**src/rtl/arbiter.sv**
```systemverilog
`default_nettype none
// ============================================================================
// Module   : arbiter
// Brief    : Two-master AHB-style bus arbiter. Fixed priority (master 1 wins
//            ties) with lock and burst hold, SPLIT masking and RETRY
//            re-arbitration. Publishes the bus owner ID and lock status.
//            Optional build macro ARBITER_ROUND_ROBIN_EN: ties go to the
//            master that did not own the bus last.
// Revision : 1.0 - initial release
// ============================================================================
module arbiter (
  input  logic        clk,
  input  logic        rst,
  input  logic        req1,
  input  logic        lockm1,
  input  logic        req2,
  input  logic        lockm2,
  input  logic [31:0] sb_addr_ar,
  input  logic [1:0]  sb_split_ar,
  input  logic [1:0]  sb_trans_ar,
  input  logic [2:0]  sb_burst_ar,
  input  logic [1:0]  sb_resp_ar,
  input  logic        sb_ready_ar,
  output logic        gnt1,
  output logic        gnt2,
  output logic [1:0]  hmasters,
  output logic        hmasterLock
);

  localparam logic [1:0] c_TRANS_BUSY = 2'b01;
  localparam logic [1:0] c_TRANS_SEQ  = 2'b11;
  localparam logic [1:0] c_RESP_RETRY = 2'b10;
  localparam logic [1:0] c_RESP_SPLIT = 2'b11;
  localparam logic [1:0] c_OWNER_M1   = 2'b01;
  localparam logic [1:0] c_OWNER_M2   = 2'b10;

  logic       r_gnt1;
  logic       r_gnt2;
  logic [1:0] r_hmasters;
  logic       r_hmaster_lock;
  logic [1:0] r_split_mask;

  logic       w_hold;
  logic       w_split;
  logic       w_retry;
  logic       w_arb;
  logic [1:0] w_split_set;
  logic [1:0] w_mask_eff;
  logic       w_elig1;
  logic       w_elig2;
  logic       w_pick1;
  logic       w_pick2;
  logic       w_unused_inputs;

  // Address and burst type are carried for interface compatibility only.
  assign w_unused_inputs = ^{sb_addr_ar, sb_burst_ar};

  // Lock of the granted master or an in-flight burst freezes the grant.
  assign w_hold = (r_gnt1 & lockm1) | (r_gnt2 & lockm2) |
                  (sb_trans_ar == c_TRANS_SEQ) | (sb_trans_ar == c_TRANS_BUSY);

  assign w_split = sb_ready_ar & (sb_resp_ar == c_RESP_SPLIT);
  assign w_retry = sb_ready_ar & (sb_resp_ar == c_RESP_RETRY);

  // SPLIT and RETRY override lock/burst hold and re-arbitrate immediately.
  assign w_arb = (sb_ready_ar & ~w_hold) | w_split | w_retry;

  // A SPLIT masks whoever currently owns the address phase.
  assign w_split_set = w_split ? {r_hmasters == c_OWNER_M2, r_hmasters == c_OWNER_M1}
                               : 2'b00;

  // The master being split this cycle is already excluded from this arbitration.
  assign w_mask_eff = r_split_mask | w_split_set;
  assign w_elig1    = req1 & ~w_mask_eff[0];
  assign w_elig2    = req2 & ~w_mask_eff[1];

`ifdef ARBITER_ROUND_ROBIN_EN
  logic r_last_m2;

  // Remember which master received the most recent grant (reset: master 2).
  always_ff @(posedge clk or posedge rst) begin
    if (rst) begin
      r_last_m2 <= 1'b1;
    end else if (w_arb && (w_pick1 || w_pick2)) begin
      r_last_m2 <= w_pick2;
    end
  end
`endif

  // Select the winner among eligible requesters.
  always_comb begin
    w_pick1 = 1'b0;
    w_pick2 = 1'b0;
    if (w_elig1 && w_elig2) begin
`ifdef ARBITER_ROUND_ROBIN_EN
      w_pick1 = r_last_m2;
      w_pick2 = ~r_last_m2;
`else
      w_pick1 = 1'b1;
`endif
    end else begin
      w_pick1 = w_elig1;
      w_pick2 = w_elig2;
    end
  end

  // Grant registers: updated only at arbitration points, otherwise held.
  always_ff @(posedge clk or posedge rst) begin
    if (rst) begin
      r_gnt1 <= 1'b0;
      r_gnt2 <= 1'b0;
    end else if (w_arb) begin
      r_gnt1 <= w_pick1;
      r_gnt2 <= w_pick2;
    end
  end

  // Owner ID and lock follow the grant one ready edge later (address handover).
  always_ff @(posedge clk or posedge rst) begin
    if (rst) begin
      r_hmasters     <= 2'b00;
      r_hmaster_lock <= 1'b0;
    end else if (sb_ready_ar) begin
      r_hmasters     <= {r_gnt2, r_gnt1};
      r_hmaster_lock <= (r_gnt1 & lockm1) | (r_gnt2 & lockm2);
    end
  end

  // Split mask: release clears, a same-cycle SPLIT on the same bit wins.
  always_ff @(posedge clk or posedge rst) begin
    if (rst) begin
      r_split_mask <= 2'b00;
    end else begin
      r_split_mask <= (r_split_mask & ~sb_split_ar) | w_split_set;
    end
  end

  assign gnt1        = r_gnt1;
  assign gnt2        = r_gnt2;
  assign hmasters    = r_hmasters;
  assign hmasterLock = r_hmaster_lock;

endmodule
`default_nettype wire

```
**config.mk**
```make
export PLATFORM = sky130hd
export DESIGN_NAME = arbiter
export DESIGN_NICKNAME = d
export VERILOG_FILES = /design/src/rtl/arbiter.sv
export SDC_FILE = /design/constraint.sdc
export NUM_CORES = 1
export LEC_CHECK = 0
export CAP_MARGIN = 30
export CORE_UTILIZATION = 19
export DETAILED_ROUTE_END_ITERATION = 6
export MAX_ROUTING_LAYER = met4
export PLACE_DENSITY = 0.72
export SLEW_MARGIN = 20
export SYNTH_ARGS = -nofsm -noshare
export SYNTH_HDL_FRONTEND = slang
export SYNTH_SLANG_ARGS = --single-unit
```
**constraint.sdc**
```tcl
create_clock -name clk -period 1.4 [get_ports clk]
set_clock_uncertainty 0.15 [all_clocks]
set_input_delay 0.14 -clock clk [delete_from_list [all_inputs] [get_ports clk]]
set_output_delay 0.14 -clock clk [all_outputs]
set_load 0.02 [all_outputs]
```
==> summary.txt <==
Floorplanning
  • Die height: 44.4 µm
  • Number of top-level pins: 53
  • Width of the die: 44.4 µm
  • Initial Util: 21.4%
  • Core area: 1590 µm²
  • Full die area: 1970 µm²
  • Cell row count: 14

Critical path
  • End of the worst register-to-register path: gnt1$_DFFE_PP0P_
  • Critical Path End Type: flip-flop
  • Largest fanout on the critical path: 2
  • Worst Path Class, Setup: reg2reg
  • Start of the worst register-to-register path: gnt1$_DFFE_PP0P_
  • Crit path arrival time: 1.47 ns
  • Register-to-register setup slack: -0.09 ns
  • R2R cell count: 3
  • Startpoint Class: flip-flop
  • Critical path data required time: 1.38 ns

Global routing
  • Via count of the first global-routing pass: 380
  • Global-route congestion overflow total: 0
  • Pin count of the biggest net entering global routing: 8
  • Total GRT Usage: 11.5%
  • Number of antenna violations at the first check in global routing: 0
  • Global-route wire length before repair: 1.55 mm

Placement
  • DP Cell Count: 74
  • Worst-case setup slack after placement: -0.292 ns
  • Input/output buffers: 16
  • GP Congestion: 0.813
  • Detailed-placement wirelength estimate: 745 µm
  • Total placed instance area: 557 µm²

Status
  • Violations in the final reports: setup timing
  • Status: finished with violations

Drt
  • DRT iter0 DRCs: 3
  • First-pass DRT Iterations: 4
  • Aggregate routed wire length: 891 µm
  • Remaining DRCs: 0
  • Via density: 4.19
  • Count of vias placed by the detailed router: 335
  • Detail-routed net length per standard cell: 11.1 µm
  • Number of antenna-violating nets in the routed design: 0

Min path
  • Hold path cells: 3
  • Type of the tightest min-delay check: in2reg
  • Worst Hold Path EP: r_split_mask[0]$_DFF_PP0_
  • Hold path startpoint: sb_split_ar[0]

Logic synthesis
  • Fraction of the mapped netlist area in simple logic gates: 6.59%
  • Compound-Gate Fraction of Synth Area: 26.7%
  • Top cells by area, synth: dfrtp_1 (51%), inv_1 (8.8%), a32o_1 (5.9%)
  • Largest family of logic cells by synthesized area: compound AO/OA/AOI/OAI gates
  • Number of flip-flops and latches in the synthesized netlist: 7
  • Async SR Flop Fraction: 100%
  • Syn. warnings: 0
  • Leading post-synthesis cells by instance count: inv_1 (8), dfrtp_1 (7), nand2_1 (3), a32o_1 (2), o21ai_0 (2)
  • Synthesized area per cell: 11.0 µm²
  • Cell type contributing the most total cell area after synthesis: dfrtp_1
  • Cell with the most instances after synthesis: inv_1
  • Mux share of post-synthesis cell area: 6.59%
  • Mapped Area: 342 µm²
  • Parity-gate share of the synthesized area counting xor and xnor cells: 0%
  • Post-synthesis cell type count: 14
  • Adder and majority gate portion of the synthesized area: 0%
  • Cell count after synthesis: 31
  • Share of the yosys chip area belonging to registers: 51.3%
  • Primary FF master, synth: dfrtp_1
  • Count of flip-flops with a built-in enable after synthesis: 0
  • Synth top area share: 51.3%
  • Synthesized Nets: 79

Cells and area
  • Post-layout net count: 105
  • Layout Utilization: 37.4%
  • Sequential Area: 178 µm²
  • Number of fillers in the final layout: 165
  • Total non-filler cell area in the finished layout: 596 µm²
  • Final cell count without fillers: 80
  • Multi-input combinational cell area: 140 µm²
  • Layout-stage area growth over the synthesis result: 74.4%
  • Layout cell share with drive strength beyond 1: 25.0%
  • N_diodes: 0

Timing
  • Worst max-slew margin expressed relative to the limit: 77.7%
  • Final Hold Slack: 0.338 ns
  • Count of pins over their slew limit: 0
  • Final critical-path share of the clock period: 107%
  • Min Tclk post-route: 1.49 ns
  • Tightest Pin Transition: 0.332 ns
  • Final hold violations: 0
  • Max Fclk: 0.671 GHz
  • Minimum setup slack in the final design: -0.0911 ns
  • Unrepaired setup endpoints after global routing: yes
  • Number of setup violations in the final report: 2

Power and ir drop
  • Leakage component of the power: 0.282 nW
  • Worst IR drop on VDD: 0.479 mV
  • Areal power density over the cells: 1140 nW/µm²

CTS
  • Num Clock Sinks: 7
  • Clock-pin slew on the worst setup and hold paths: 0.05 ns
  • Buffer levels on the longest clock path: 2
  • CTS Root Cell: clkbuf_4
  • Clock buffers created by TritonCTS: 3
  • Clock insertion delay at the later pin of the skew report: 0.25 ns
  • H-tree levels: 1
  • CTS tree: done

Run
  • Max capacitance violation total: 0
==> how the worst max path moves through the flow <==
stage	start	endpoint	slack [ns]	depth (start not counted)
final	gnt1$_DFFE_PP0P_	gnt1$_DFFE_PP0P_	-0.09	3
after global routing	gnt1$_DFFE_PP0P_	gnt1$_DFFE_PP0P_	-0.12	3
after CTS	gnt1$_DFFE_PP0P_	gnt1$_DFFE_PP0P_	-0.09	3
after detailed placement	sb_ready_ar	gnt1$_DFFE_PP0P_	-0.29	4
after global placement	lockm1	gnt1$_DFFE_PP0P_	-0.25	4
after floorplan	gnt1$_DFFE_PP0P_	gnt1$_DFFE_PP0P_	-0.13	3
==> cells by family after synthesis <==
logic type      count (synthesis)
compound gates                 10
flops                           7
simple gates                    4
buf+inv                         8
mux                             2
==> placed cells by master (no fill, tap or decap), drive strengths merged, types with 2 or more instances in the layout <==
cell type      count
clkdlybuf4s50     11
dfrtp              7
dlygate4sd2        3
o21ai              2
mux2               2
clkbuf             5
a32o               2
nand2              3
inv                8
buf                4
==> sequential cells by signal, summed over array words and instances (netlist names) <==
register and cells:
gnt2 1, gnt1 1, r_split_mask 2, hmasters 2
hmasterLock 1
==> final cells by class <==
class                           count  share of cell area [%]
Timing Repair Buffer               21                    32.1
Sequential cell                     7                    29.8
Clock buffer                        4                    4.41
Inverter                            8                    5.04
Multi-Input combinational cell     16                    23.5
Tap cell                           24                    5.04
==> power by group <==
part	internal, mW	switching (mW)
Sequential	0.237	0.0256
Combinational	0.123	0.105
Clock	0.109	0.0764
==> stage by stage <==
| stage | setup TNS, ns | power (mW) |
|---|---|---|
| final | -0.109 | 0.676 |
| after global routing | -0.213 | 0.712 |
| after CTS | -0.112 | 0.685 |
| after detailed placement | -0.586 | 0.499 |
| after global placement | -0.510 | 0.494 |
| after floorplan | -0.139 | 0.366 |
==> critical path: stages, from the launching register on <==
cell	delay (ns)
dfrtp_2	0.40
a22o_4	0.24
o31a_1	0.27
mux2_4	0.31
==> repair_timing <==
action | in CTS | in global routing
setup buffers | 1 | 0
hold buffers | 1 | 0
endpoints found under the hold margin | 7 | 0
setup endpoints to repair | 7 | 4
gates resized for setup | 8 | 2
pin swaps | 1 | 0
==> layer usage <==
| layer | global-route usage (%) | routed length [µm] | vias up |
|---|---|---|---|
| met5 | - | 0 | - |
| met4 | 7.27 | 0 | 0 |
| met3 | 2.86 | 59 | 0 |
| met2 | 18.2 | 414 | 13 |
| met1 | 12.8 | 417 | 160 |
| li1 | - | - | 162 |
No activity file was read; power rests on OpenSTA's default activity.
